### config.mk
export PLATFORM = sky130hd
export DESIGN_NAME = divider_scheduler_flat
export DESIGN_NICKNAME = d
export VERILOG_FILES = /design/src/rtl/divider_sched_pkg.sv /design/src/rtl/divider_scheduler_if.sv /design/src/rtl/divider_scheduler_arbiter.sv /design/src/rtl/divider_scheduler_divider.sv /design/src/rtl/divider_scheduler.sv /design/src/flat_wrapper.sv
export SDC_FILE = /design/constraint.sdc
export NUM_CORES = 1
export LEC_CHECK = 0
export CAP_MARGIN = 10
export CORE_UTILIZATION = 65
export DETAILED_ROUTE_END_ITERATION = 7
export DONT_BUFFER_PORTS = 1
export PLACE_DENSITY = 0.91
export SLEW_MARGIN = 15
export SYNTH_ARGS = -nofsm -noshare
export SYNTH_HDL_FRONTEND = slang
export SYNTH_HIERARCHICAL = 1
export SYNTH_SLANG_ARGS = --single-unit
### constraint.sdc
create_clock -name i_clock -period 7.16 [get_ports i_clock]
set_input_delay 1.432 -clock i_clock [delete_from_list [all_inputs] [get_ports i_clock]]
set_output_delay 1.432 -clock i_clock [all_outputs]
set_load 0.01 [all_outputs]
### src/rtl/divider_sched_pkg.sv
// Shared definitions for the divider scheduler: FSM encoding, watchdog margin
// and the quotient pattern returned on divide-by-zero.
package divider_sched_pkg;

    typedef enum logic [1:0] {
        S_IDLE  = 2'd0,
        S_START = 2'd1,
        S_WAIT  = 2'd2,
        S_DONE  = 2'd3
    } state_t;

    localparam int WATCHDOG_MARGIN = 3;

    // Every quotient bit is set when the divisor is zero.
    localparam logic DBZ_QUOTIENT_BIT = 1'b1;

    // WATCHDOG_LIMIT for an N-bit divider.
    function automatic int watchdog_limit(input int n);
        return n + WATCHDOG_MARGIN;
    endfunction

endpackage

### src/rtl/divider_scheduler_if.sv
// Requester-side bundle of the divider scheduler.
// Handshake: a requester holds i_request and its operands until its o_grant pulse; o_done pulses once when the result is valid.
interface divider_scheduler_if #(
    parameter int N = 8,
    parameter int M = 4
);
    logic [M-1:0]            i_request;
    logic [M*N-1:0]          i_dividend;
    logic [M*N-1:0]          i_divisor;
    logic [M-1:0]            o_grant;
    logic [M-1:0]            o_done;
    logic [N-1:0]            o_quotient;
    logic [N-1:0]            o_remainder;
    logic                    o_divide_by_zero;
    logic                    o_error;
    logic                    o_busy;
    divider_sched_pkg::state_t dbg_state;

    modport master (
        output i_request, i_dividend, i_divisor,
        input  o_grant, o_done, o_quotient, o_remainder,
        input  o_divide_by_zero, o_error, o_busy, dbg_state
    );

    modport slave (
        input  i_request, i_dividend, i_divisor,
        output o_grant, o_done, o_quotient, o_remainder,
        output o_divide_by_zero, o_error, o_busy, dbg_state
    );

endinterface

### src/rtl/divider_scheduler_arbiter.sv
// Round-robin arbiter: searches from last_i+1 upward, wrapping modulo M,
// and returns the first requester found as a one-hot grant plus its index.
module round_robin_arbiter #(
    parameter int M = 4
) (
    input  logic [M-1:0]         req_i,
    input  logic [$clog2(M)-1:0] last_i,
    output logic [M-1:0]         grant_o,
    output logic [$clog2(M)-1:0] index_o
);
    localparam int IW = $clog2(M);

    logic          found;
    logic [IW-1:0] cand;

    always_comb begin
        grant_o = '0;
        index_o = '0;
        found   = 1'b0;
        cand    = '0;
        for (int i = 1; i <= M; i++) begin
            cand = IW'((int'(last_i) + i) % M);
            if (!found && req_i[cand]) begin
                found         = 1'b1;
                grant_o[cand] = 1'b1;
                index_o       = cand;
            end
        end
    end

endmodule

### src/rtl/divider_scheduler_divider.sv
// N-bit restoring divider, one quotient bit per cycle. The first bit is
// resolved on the start edge, so finished pulses N-1 edges after start is sampled.
module iterative_divider #(
    parameter int N = 8
) (
    input  logic         clk_i,
    input  logic         rst_i,
    input  logic         start_i,
    input  logic [N-1:0] dividend_i,
    input  logic [N-1:0] divisor_i,
    output logic         finished_o,
    output logic [N-1:0] quotient_o,
    output logic [N-1:0] remainder_o
);
    localparam int CW = $clog2(N + 1);

    logic [N-1:0] rem_q, quo_q;
    logic [CW-1:0] cnt_q;
    logic         running_q, finished_q;

    logic [N-1:0] src_rem, src_quo, step_rem, step_quo;
    logic [N:0]   shifted;
    logic         fits;

    always_comb begin
        src_rem  = start_i ? '0 : rem_q;
        src_quo  = start_i ? dividend_i : quo_q;
        shifted  = {src_rem, src_quo[N-1]};
        fits     = shifted >= {1'b0, divisor_i};
        // The partial remainder stays below the divisor, so N bits suffice.
        step_rem = fits ? (shifted[N-1:0] - divisor_i) : shifted[N-1:0];
        step_quo = {src_quo[N-2:0], fits};
    end

    always_ff @(posedge clk_i) begin
        if (rst_i) begin
            rem_q      <= '0;
            quo_q      <= '0;
            cnt_q      <= '0;
            running_q  <= 1'b0;
            finished_q <= 1'b0;
        end else begin
            finished_q <= 1'b0;
            if (start_i) begin
                rem_q     <= step_rem;
                quo_q     <= step_quo;
                cnt_q     <= CW'(N - 1);
                running_q <= 1'b1;
            end else if (running_q) begin
                rem_q <= step_rem;
                quo_q <= step_quo;
                cnt_q <= cnt_q - 1'b1;
                if (cnt_q == CW'(1)) begin
                    running_q  <= 1'b0;
                    finished_q <= 1'b1;
                end
            end
        end
    end

    assign finished_o  = finished_q;
    assign quotient_o  = quo_q;
    assign remainder_o = rem_q;

endmodule

### src/rtl/divider_scheduler.sv
// Shares one iterative divider between M requesters: round-robin capture,
// divide-by-zero bypass, watchdog abort and one-cycle done pulse to the winner.
module divider_scheduler
    import divider_sched_pkg::*;
#(
    parameter int N = 8,
    parameter int M = 4
) (
    input logic                i_clock,
    input logic                i_reset,
    divider_scheduler_if.slave bus
);
    localparam int IW       = $clog2(M);
    localparam int WD_LIMIT = watchdog_limit(N);
    localparam int WW       = $clog2(WD_LIMIT + 1);

    state_t        state_q, state_d;
    logic [N-1:0]  dividend_hold_q, dividend_hold_d;
    logic [N-1:0]  divisor_hold_q, divisor_hold_d;
    logic [N-1:0]  quotient_q, quotient_d;
    logic [N-1:0]  remainder_q, remainder_d;
    logic [IW-1:0] winner_q, winner_d;
    logic [IW-1:0] last_served_q, last_served_d;
    logic [M-1:0]  grant_q, grant_d;
    logic [M-1:0]  done_q, done_d;
    logic          dbz_q, dbz_d;
    logic          err_q, err_d;
    logic [WW-1:0] wd_q, wd_d;

    logic [M-1:0]  arb_grant;
    logic [IW-1:0] arb_index;
    logic [M-1:0]  winner_onehot;
    logic          div_start, div_abort, div_rst, div_finished;
    logic [N-1:0]  div_quotient, div_remainder;

    round_robin_arbiter #(.M(M)) u_arbiter (
        .req_i   (bus.i_request),
        .last_i  (last_served_q),
        .grant_o (arb_grant),
        .index_o (arb_index)
    );

    iterative_divider #(.N(N)) u_divider (
        .clk_i       (i_clock),
        .rst_i       (div_rst),
        .start_i     (div_start),
        .dividend_i  (dividend_hold_q),
        .divisor_i   (divisor_hold_q),
        .finished_o  (div_finished),
        .quotient_o  (div_quotient),
        .remainder_o (div_remainder)
    );

    assign div_rst       = i_reset | div_abort;
    assign winner_onehot = {{(M-1){1'b0}}, 1'b1} << winner_q;

    always_ff @(posedge i_clock or posedge i_reset) begin
        if (i_reset) begin
            state_q         <= S_IDLE;
            dividend_hold_q <= '0;
            divisor_hold_q  <= '0;
            quotient_q      <= '0;
            remainder_q     <= '0;
            winner_q        <= '0;
            last_served_q   <= IW'(M - 1);
            grant_q         <= '0;
            done_q          <= '0;
            dbz_q           <= 1'b0;
            err_q           <= 1'b0;
            wd_q            <= '0;
        end else begin
            state_q         <= state_d;
            dividend_hold_q <= dividend_hold_d;
            divisor_hold_q  <= divisor_hold_d;
            quotient_q      <= quotient_d;
            remainder_q     <= remainder_d;
            winner_q        <= winner_d;
            last_served_q   <= last_served_d;
            grant_q         <= grant_d;
            done_q          <= done_d;
            dbz_q           <= dbz_d;
            err_q           <= err_d;
            wd_q            <= wd_d;
        end
    end

    always_comb begin
        state_d         = state_q;
        dividend_hold_d = dividend_hold_q;
        divisor_hold_d  = divisor_hold_q;
        quotient_d      = quotient_q;
        remainder_d     = remainder_q;
        winner_d        = winner_q;
        last_served_d   = last_served_q;
        dbz_d           = dbz_q;
        err_d           = err_q;
        wd_d            = wd_q;
        grant_d         = '0;
        done_d          = '0;
        div_start       = 1'b0;
        div_abort       = 1'b0;
        case (state_q)
            S_IDLE: begin
                if (|bus.i_request) begin
                    dividend_hold_d = bus.i_dividend[arb_index*N +: N];
                    divisor_hold_d  = bus.i_divisor[arb_index*N +: N];
                    winner_d        = arb_index;
                    last_served_d   = arb_index;
                    grant_d         = arb_grant;
                    state_d         = S_START;
                end
            end
            S_START: begin
                // A zero divisor passes through WAIT without starting the
                // divider, which lands its done two cycles after the grant.
                div_start = (divisor_hold_q != '0);
                wd_d      = '0;
                state_d   = S_WAIT;
            end
            S_WAIT: begin
                if (divisor_hold_q == '0) begin
                    quotient_d  = {N{DBZ_QUOTIENT_BIT}};
                    remainder_d = dividend_hold_q;
                    dbz_d       = 1'b1;
                    err_d       = 1'b0;
                    done_d      = winner_onehot;
                    state_d     = S_DONE;
                end else if (div_finished) begin
                    quotient_d  = div_quotient;
                    remainder_d = div_remainder;
                    dbz_d       = 1'b0;
                    err_d       = 1'b0;
                    done_d      = winner_onehot;
                    state_d     = S_DONE;
                end else if (wd_q == WW'(WD_LIMIT)) begin
                    quotient_d  = '0;
                    remainder_d = '0;
                    dbz_d       = 1'b0;
                    err_d       = 1'b1;
                    done_d      = winner_onehot;
                    div_abort   = 1'b1;
                    state_d     = S_DONE;
                end else begin
                    wd_d = wd_q + 1'b1;
                end
            end
            S_DONE: state_d = S_IDLE;
            default: state_d = S_IDLE;
        endcase
    end

    assign bus.o_grant          = grant_q;
    assign bus.o_done           = done_q;
    assign bus.o_quotient       = quotient_q;
    assign bus.o_remainder      = remainder_q;
    assign bus.o_divide_by_zero = dbz_q;
    assign bus.o_error          = err_q;
    assign bus.o_busy           = (state_q != S_IDLE);
    assign bus.dbg_state        = state_q;

endmodule
### src/flat_wrapper.sv
// flat-port wrapper written by rule: the top's interface ports become plain ports
module divider_scheduler_flat import divider_sched_pkg::*;
#(
    parameter int N = 8,
    parameter int M = 4
)
  (i_clock, i_reset, bus_i_request, bus_i_dividend, bus_i_divisor, bus_o_grant, bus_o_done, bus_o_quotient, bus_o_remainder, bus_o_divide_by_zero, bus_o_error, bus_o_busy, bus_dbg_state);
  divider_scheduler_if #(.N(N), .M(M)) bus_i ();
  input logic i_clock;
  input logic i_reset;
  input wire logic [$bits(bus_i.i_request)-1:0] bus_i_request;
  input wire logic [$bits(bus_i.i_dividend)-1:0] bus_i_dividend;
  input wire logic [$bits(bus_i.i_divisor)-1:0] bus_i_divisor;
  output wire logic [$bits(bus_i.o_grant)-1:0] bus_o_grant;
  output wire logic [$bits(bus_i.o_done)-1:0] bus_o_done;
  output wire logic [$bits(bus_i.o_quotient)-1:0] bus_o_quotient;
  output wire logic [$bits(bus_i.o_remainder)-1:0] bus_o_remainder;
  output wire logic [$bits(bus_i.o_divide_by_zero)-1:0] bus_o_divide_by_zero;
  output wire logic [$bits(bus_i.o_error)-1:0] bus_o_error;
  output wire logic [$bits(bus_i.o_busy)-1:0] bus_o_busy;
  output wire logic [$bits(bus_i.dbg_state)-1:0] bus_dbg_state;
  assign bus_i.i_request = bus_i_request;
  assign bus_i.i_dividend = bus_i_dividend;
  assign bus_i.i_divisor = bus_i_divisor;
  assign bus_o_grant = bus_i.o_grant;
  assign bus_o_done = bus_i.o_done;
  assign bus_o_quotient = bus_i.o_quotient;
  assign bus_o_remainder = bus_i.o_remainder;
  assign bus_o_divide_by_zero = bus_i.o_divide_by_zero;
  assign bus_o_error = bus_i.o_error;
  assign bus_o_busy = bus_i.o_busy;
  assign bus_dbg_state = bus_i.dbg_state;
  divider_scheduler #(.N(N), .M(M)) u_core (.i_clock(i_clock), .i_reset(i_reset), .bus(bus_i));
endmodule
==> results of run 1 <==
stage by stage:
| step | area (µm²) | setup slack [ps] | instances | power [mW] |
|---|---|---|---|---|
| CTS | 4860 | 3320 | 571 | 2.34 |
| global route | 4860 | 2930 | 571 | 2.52 |
| floorplan | 4660 | 3570 | 487 | 1.75 |
| global placement | 4610 | 3520 | 555 | 1.87 |
| detailed placement | 4610 | 3330 | 555 | 1.93 |
| finish | 4860 | 3220 | 571 | 2.35 |
worst max path at each step:
stage                                   from                         endpoint  slack, ps  cells after the start
floorplan                            i_reset        u_core/u_divider/cnt_q[2]       3570                      5
global placement    u_core/divisor_hold_q[4]  u_core/u_divider/remainder_o[6]       3520                     14
detailed placement  u_core/divisor_hold_q[4]  u_core/u_divider/remainder_o[6]       3330                     14
CTS                 u_core/divisor_hold_q[4]  u_core/u_divider/remainder_o[6]       3320                     14
global route        u_core/divisor_hold_q[4]  u_core/u_divider/remainder_o[6]       2930                     14
finish              u_core/divisor_hold_q[4]  u_core/u_divider/remainder_o[6]       3220                     14
worst max-delay path: stages (launching register included):
cell      delay, ps
dfrtp_1         420
nor4_4          680
and2_2          380
nor2_1          210
buf_4           250
mux2i_1         220
ha_1            200
inv_1            90
fa_1            410
a211oi_1        220
nor2_1          110
a21o_1          180
a21oi_1         170
xor2_1          150
o21ai_0         110
flip-flops by register name, indices dropped and copies added (netlist names), 8 cells and up:
signal / cells
u_core/bus.o_quotient: 8
u_core/bus.o_remainder: 8
u_core/dividend_hold_q: 8
u_core/divisor_hold_q: 8
u_core/u_divider/quotient_o: 8
u_core/u_divider/remainder_o: 8
Yosys cell counts, types with 4 or more instances:
master	instances	area [µm²]
nand3_1	14	70.1
a221o_2	4	45.0
mux4_2	18	405
nand2_1	91	342
dfrtp_1	50	1250
inv_1	24	90.1
mux2i_1	12	120
nor3_1	8	40.0
buf_6	7	78.8
and2_1	4	25.0
buf_2	6	30.0
buf_4	6	45.0
a21oi_1	31	155
nor2b_1	10	62.6
nor2_1	31	116
xnor2_1	4	35.0
a211oi_1	6	45.0
o21ai_0	23	115
clkbuf_1	7	26.3
ha_1	22	275
xor2_1	4	35.0
a21o_1	11	82.6
dfxtp_1	22	440
mux2_4	8	120
buf_1	4	15.0
o211ai_1	5	37.5
cell type report:
| cell class | count | area (µm²) |
|---|---|---|
| clock buffer | 13 | 179 |
| clock inverter | 3 | 68.8 |
| fill | 493 | 2010 |
| inverter | 26 | 97.6 |
| multi-input combinational | 356 | 2630 |
| sequential | 74 | 1740 |
| tap | 96 | 120 |
| timing repair buffer | 3 | 22.5 |
power breakdown:
| group | total (mW) | internal [mW] | switching [mW] |
|---|---|---|---|
| Sequential | 0.763 | 0.572 | 0.191 |
| Combinational | 1.20 | 0.534 | 0.669 |
| Clock | 0.388 | 0.235 | 0.154 |
cells by family after synthesis:
kind of cell | Yosys count
compound gates | 106
xor+xnor | 8
fa+ha+maj | 23
buf+inv | 57
flops | 74
mux | 42
simple gates | 177
layer usage:
metal,share of wire [%],global-route usage (%),vias to the layer above
met5,0,0,-
met4,3.1,15.2,0
met3,6.9,4.86,32
met2,48,48.3,197
met1,42,35.8,1724
li1,-,-,1688
==> run summary, run 1 <==
• completed — run status
• 0 — Final Max Tran Viols
• 28.8% — Tot GR Track Use
• 17.7% — Simple-Gate Fraction of Synth Area
• u_core/u_divider/remainder_o[6] — capture point of the worst reg-to-reg path
• 0 — total inserted antenna cells
• 580 — Syn Nets
• u_core/winner_q[0] — origin of the worst min-delay path
• 9.57 µm² — mean post-synth cell area
• 2.17 nW — leakage power summed over all cells
• 74 — CTS Sinks
• 3220 ps — register-to-register setup slack
• 91 x nand2_1, 50 x dfrtp_1, 30 x a21oi_1, 30 x nor2_1, 23 x inv_1 — commonest cells after routing, fill and taps aside
• 66 — number of library cell types mapped by synthesis
• 7510 µm² — die outline area
• 360 ps — clock network latency to the later pin of the worst-skew pair
• 0 — number of hold violations in the final report
• u_core/bus.o_done[0] — worst-case hold path end point
• 3641 — vias after detailed routing
• 187 — number of design-rule violations left by the first detailed-router iteration
• flop to flop — class of the most critical setup path
• 99 — boundary pin count
• 9.13 ps — worst clock skew on the final layout
• 70.8% — share of the core filled with cells in the final layout
• 4.32% — Area Overhead vs Synth
• 74 — number of register bits inferred by synthesis
• 0 — max capacitance violation total
• 0 — EDFF count, synth
• 4170 ps — arrival time at the worst endpoint
• false — unrepaired setup endpoints after global routing
• 7 — length of the first detailed-routing pass in iterations
• 0.893 — routability-driven placement congestion ratio
• u_core/divisor_hold_q[4] — Reg2Reg Launch Point
• 17.9 µm — Avg WL per Cell
• flop — endpoint kind of the worst setup timing path
• 4660 µm² — summed instance area of the synthesized netlist
• 15.6% — share of post-route cells with drive strength above 1
• 0 — post-cts gate resize count
• 3 — H-tree levels
• yes — CTS tree
• 1110 ps — slew at the pin closest to its max-slew limit
• 254 MHz — fmax
• 3940 ps — final critical-path required period
• 37.4% — sequential cell area fraction in the yosys report
• 0 — remaining routing DRC violations
• 7440 µm — hpwl dp
• 6.38 — detailed-route vias per instance
• 2 — buffers from clock root to sink, at most
• 6870 µm² — area of the core region
• 0 — number of antenna violations at the first check in global routing
• flop to flop — worst min-delay path class
• 70.3% — Synth async-reset ratio
• nand2_1 — most frequent standard cell in the layout excluding fill and tap cells
• simple AND/OR/NAND/NOR gates — largest family of logic cells by synthesized area
• 25.8% — Max transition margin
• clkbuf_8 — CTS Root Cell
• 14 — cell count of the worst reg-to-reg path
• 1 — worst hold path depth
• 1.50% — xor/xnor cell area share of the yosys netlist
• 15.8% — compound-cell area share of the yosys netlist
• flop — crit path launch type
• 487 — synthesized instance count
• 0 — setup-violating endpoint count in the final report
• 14.8% — share of cell area taken by muxes after synthesis
• 0.308 mV — worst vdd ir
• 0 — grt ovf
• 67.9% — Initial Util
• 9 — Num CTS Buffers
• dfrtp_1 — top flip-flop cell by instance count after synthesis
• 10200 µm — total wire length
• 0 — count of antenna-violating nets left after detailed routing
• 70 ps — clk slew on worst S/H paths
• 0 — Port Buf Inserts
• 86.7 µm — floorplan die width
• 0 ps — setup TNS
• 7390 ps — required time at the worst-slack endpoint
• 30 — placement row count
• 15 — maximum fanout encountered on the critical timing path
• 0 — number of buffers inserted by hold repair at cts
• 54 — largest net degree at the start of global routing
• 55.0% — Final period util
• 484 nW/µm² — power per cell area
• 0 — buffers inserted by post-CTS timing repair
• 6.34% — Adder-Cell Fraction of Synth Area
• 3506 — vias in the first global route
• 466 ps — Post-Route Hold Slack
• 563 — total number of nets in the final design
• 16500 µm — global-route wire length before repair
• 86.7 µm — die height
• 6 — Synth warnings
Note: power is estimated with default switching activity, not from simulation.
==> run 2, diff against run 1 <==
- CORE_UTILIZATION: 65 -> 58
- PLACE_DENSITY: 0.91 -> 0.86
- clock period: 7.16 -> 3.35 ns (I/O delays scaled with it)
==> run summary, run 2 (synthesized netlist as in run 1, its figures left out) <==
• completed — run status
• 9 — Num CTS Buffers
• 0 — Final Max Tran Viols
• 16400 µm — global-route wire length before repair
• flop — endpoint kind of the worst setup timing path
• 350 ps — clock network latency to the later pin of the worst-skew pair
• false — unrepaired setup endpoints after global routing
• 91 x nand2_1, 50 x dfrtp_1, 31 x nor2_1, 30 x a21oi_1, 23 x inv_1 — commonest cells after routing, fill and taps aside
• 3060 ps — final critical-path required period
• 3565 — vias after detailed routing
• 0.861 — routability-driven placement congestion ratio
• 5 — length of the first detailed-routing pass in iterations
• 700 ps — slew at the pin closest to its max-slew limit
• 4.99% — Area Overhead vs Synth
• 568 — total number of nets in the final design
• 53 — largest net degree at the start of global routing
• 16.9 µm — Avg WL per Cell
• 3444 — vias in the first global route
• 0 — setup-violating endpoint count in the final report
• 6.13 — detailed-route vias per instance
• 2.19 nW — leakage power summed over all cells
• 247 — number of design-rule violations left by the first detailed-router iteration
• 0 — grt ovf
• 91.6 µm — floorplan die width
• 0 — count of antenna-violating nets left after detailed routing
• 91.2% — Final period util
• 566 — number of placed cells counting well taps
• 0 — max capacitance violation total
• flop — crit path launch type
• 0 — number of hold violations in the final report
• 53.2% — Max transition margin
• 0 — number of antenna violations at the first check in global routing
• 32 — placement row count
• clkbuf_8 — CTS Root Cell
• yes — CTS tree
• 8.13 ps — worst clock skew on the final layout
• 80 ps — clk slew on worst S/H paths
• 621 — fill cell count
• 60.0% — Initial Util
• u_core/bus.dbg_state[1] — Reg2Reg Launch Point
• 3330 ps — arrival time at the worst endpoint
• 327 MHz — fmax
• 16.5% — share of post-route cells with drive strength above 1
• 74 — CTS Sinks
• 3630 ps — required time at the worst-slack endpoint
• 0 — Port Buf Inserts
• 99 — boundary pin count
• 3 — H-tree levels
• input pin to asynchronous set/reset pin — worst min-delay path class
• 2 — buffers from clock root to sink, at most
• 0 ps — setup TNS
• 0.811 mV — worst vdd ir
• 9810 µm — total wire length
• 7400 µm — hpwl dp
• 25.0% — Tot GR Track Use
• flop to flop — class of the most critical setup path
• 4.94 mW — total power
• u_core/bus.dbg_state[1] — worst setup path startpoint
• 91.6 µm — die height
• 0 — remaining routing DRC violations
• 26 — maximum fanout encountered on the critical timing path
• 582 — non-filler instance count after layout
• 1010 nW/µm² — power per cell area
• nand2_1 — most frequent standard cell in the layout excluding fill and tap cells
• 7770 µm² — area of the core region
• 0 — total inserted antenna cells
• 0 — number of buffers inserted by hold repair at cts
• 8400 µm² — die outline area
run 2: layer usage:
metal / track usage (%) / vias to the layer above / wire length, µm
met5: 0 / - / 0
met4: 8.33 / 0 / 146
met3: 5.89 / 13 / 737
met2: 40.0 / 164 / 4610
met1: 33.4 / 1693 / 4310
li1: - / 1695 / -
run 2: worst max-delay path, stage by stage, from the launching register on:
cell,delay (ps)
dfrtp_1,450
inv_1,130
ha_1,180
inv_1,100
nor2_1,200
buf_6,240
inv_2,100
nand2_1,90
inv_1,50
ha_1,350
nand3_1,110
o311a_2,470
or3_1,360
o21ai_0,140
run 2: area by class of cell:
cell class,instances,area [µm²],area share [%]
sequential,74,1740,35.6
timing repair buffer,8,76.3,1.56
clock inverter,6,62.6,1.28
clock buffer,10,149,3.04
multi-input combinational,356,2640,53.9
tap,102,128,2.61
inverter,26,97.6,1.99
run 2: per-stage QoR:
| step | area (µm²) | hold WS (ps) | util (%) | setup slack (ps) |
|---|---|---|---|---|
| after floorplan | 4660 | 432 | - | 134 |
| after global placement | 4670 | 457 | 60.1 | 252 |
| after detailed placement | 4670 | 466 | 60.1 | 208 |
| after CTS | 4880 | 405 | 62.8 | 174 |
| after global routing | 4890 | 447 | 63.0 | 34.1 |
| final | 4890 | 389 | 63.0 | 294 |
run 2: where the power goes:
part	switching, mW	total [mW]	internal (mW)
Sequential	0.414	1.64	1.22
Combinational	1.39	2.58	1.19
Clock	0.340	0.728	0.388
Total	2.14	4.94	2.80
run 2: final timing paths:
path / end / slack, ps / cells past startpoint
worst max-delay path: u_core/u_divider/remainder_o[6] / 290 / 13
min in group i_clock: u_core/u_divider/remainder_o[0] / 480 / 2
worst min-delay path: u_core/dividend_hold_q[5] / 390 / 2
max in group asynchronous: u_core/bus.o_remainder[2] / 2560 / 2
worst max register to register: u_core/u_divider/remainder_o[6] / 290 / 13
worst min register to register: u_core/u_divider/remainder_o[0] / 480 / 2
run 2: timing repair:
item / in CTS / in global routing
setup endpoints to repair: 0 / 4
buffers inserted: 0 / 0
resized for setup: 0 / 3
==> run 3, diff against run 2 <==
- PLACE_DENSITY: 0.86 -> 0.76
==> run summary, run 3 (synthesized netlist as in run 1, its figures left out) <==
• yes — CTS tree
• 80 ps — clk slew on worst S/H paths
• 0.860 — routability-driven placement congestion ratio
• 16200 µm — global-route wire length before repair
• clkbuf_8 — CTS Root Cell
• 6.02 — detailed-route vias per instance
• 16.8% — share of post-route cells with drive strength above 1
• 2630 µm² — area of the multi-input gates
• 0 — buffers inserted by post-CTS timing repair
• 570 — total number of nets in the final design
• 0.747 mV — worst vdd ir
• 2.90 mW — total internal power
• 51.4% — Comb pwr share
• nor4_4 > and2_2 > nor2_1 > buf_4 > nor2b_1 > ha_1 > a21o_1 > a221oi_2 > o311a_2 > mux2i_1 > a211oi_1 — crit-path cells
• 5.85% — Area Overhead vs Synth
• 25.1% — Tot GR Track Use
• 8400 µm² — die outline area
• 11 — cell count of the worst reg-to-reg path
• 2.15 mW — switching power
• 324 MHz — fmax
• 1020 nW/µm² — power per cell area
• 91 x nand2_1, 50 x dfrtp_1, 31 x nor2_1, 30 x a21oi_1, 23 x inv_1 — commonest cells after routing, fill and taps aside
• 3090 ps — final critical-path required period
• 0 — count of antenna-violating nets left after detailed routing
• input pin to asynchronous set/reset pin — worst min-delay path class
• nand2_1 — most frequent standard cell in the layout excluding fill and tap cells
• 1 — number of antenna violations at the first check in global routing
• completed — run status
• flop — endpoint kind of the worst setup timing path
• 99 — boundary pin count
• 16.4% — part of the total power dissipated in the clock network
• false — unrepaired setup endpoints after global routing
• 2.21 nW — leakage power summed over all cells
• 3 — H-tree levels
• 60.0% — Initial Util
• flop to flop — class of the most critical setup path
• 350 ps — clock network latency to the later pin of the worst-skew pair
• 7430 µm — hpwl dp
• 9.16 ps — worst clock skew on the final layout
• 32 — placement row count
• 17.2 µm — Avg WL per Cell
• 3523 — vias after detailed routing
• 9 — Num CTS Buffers
• 55.0% — Max transition margin
• 281 — number of design-rule violations left by the first detailed-router iteration
• 53 — largest net degree at the start of global routing
• 0 — Final Max Tran Viols
• 10100 µm — total wire length
• 92.3% — Final period util
• 4 — length of the first detailed-routing pass in iterations
• 0 — grt ovf
• 3610 ps — required time at the worst-slack endpoint
• 32.1% — proportion of power drawn by flip-flops and latches
• 3350 ps — arrival time at the worst endpoint
• dfrtp_1 — master of the slowest instance on the critical path
• 0 — setup-violating endpoint count in the final report
• u_core/u_divider/remainder_o[1] — capture point of the worst reg-to-reg path
• 260 ps — register-to-register setup slack
• u_core/u_divider/remainder_o[1] — critical path capture point
• 0 — remaining routing DRC violations
• 1 — count of buffer and inverter cells on the critical path
• 91.6 µm — die height
• 42.5% — sw frac
• flop — crit path launch type
• compound AO/OA/AOI/OAI gates — Largest delay share family, worst path
• 91.6 µm — floorplan die width
• 3409 — vias in the first global route
• 675 ps — slew at the pin closest to its max-slew limit
• 0 ps — setup TNS
• 11 — logic depth of the worst setup path including buffers
• 4680 µm² — placed cell areas
• 0 — number of hold violations in the final report
• 0 — Port Buf Inserts
• 7770 µm² — area of the core region
• 420 ps — peak per-stage delay on the critical path
• 0 — max capacitance violation total
• 608 — fill cell count
• 1740 µm² — Sequential cell area
• u_core/divisor_hold_q[4] — Reg2Reg Launch Point
• 4930 µm² — final non-filler cell area
• 2 — buffers from clock root to sink, at most
• 26 — maximum fanout encountered on the critical timing path
• 74 — CTS Sinks
• u_core/divisor_hold_q[4] — worst setup path startpoint
run 3: cell count changes in the layout (fill, tap and decap cells not counted), sizes merged:
cell and delta:
buf +2, clkinv -2, bufinv +1, clkinvlp -1, clkbuf +1, diode +1
inv +1
run 3: final cells by class:
cell class	count	share of cell area, %
Timing Repair Buffer	10	1.78
Tap cell	102	2.59
Sequential cell	74	35.4
Inverter	26	1.98
Multi-Input combinational cell	356	53.3
Clock inverter	5	1.65
Clock buffer	11	3.30
Antenna cell	1	0.0507
run 3: power by group through the flow:
stage | Sequential (mW) | Clock, mW | Combinational, mW
floorplan | 1.50 | 0 | 2.24
global placement | 1.62 | 0 | 2.47
detailed placement | 1.63 | 0 | 2.55
CTS | 1.62 | 0.849 | 2.56
global route | 1.67 | 0.886 | 2.87
finish | 1.62 | 0.829 | 2.60
run 3: worst min path at each step:
stage | from | endpoint | depth (start not counted)
2_1_floorplan | u_core/winner_q[1] | u_core/bus.o_done[0] | 1
3_3_place_gp | u_core/winner_q[0] | u_core/bus.o_done[2] | 1
3_5_place_dp | u_core/winner_q[0] | u_core/bus.o_done[0] | 1
4_1_cts | i_reset | u_core/bus.o_grant[2] | 2
5_1_grt | i_reset | u_core/bus.dbg_state[0] | 2
6_report | i_reset | u_core/bus.dbg_state[0] | 2
run 3: per-stage QoR:
| stage | util [%] | total power [mW] | hold slack (ps) | std cells | setup WS (ps) |
|---|---|---|---|---|---|
| after floorplan | - | 3.74 | 432 | 487 | 134 |
| after global placement | 60.3 | 4.09 | 444 | 568 | 307 |
| after detailed placement | 60.3 | 4.18 | 450 | 568 | 256 |
| after CTS | 63.5 | 5.04 | 400 | 584 | 222 |
| after global routing | 63.5 | 5.43 | 440 | 585 | 34.8 |
| final | 63.5 | 5.05 | 387 | 585 | 259 |
run 3: routing by layer:
layer	GRT usage, %	share of wire [%]	wire, µm	vias to the layer above
li1	-	-	-	1700
met1	32.3	44	4380	1663
met2	41.9	49	4900	147
met3	3.90	5.6	559	13
met4	11.2	2.1	212	0
met5	0	0	0	-
run 3: timing repair:
item,in CTS,in global routing
resized for setup,0,1
setup endpoints to repair,0,4
hold buffers,0,0
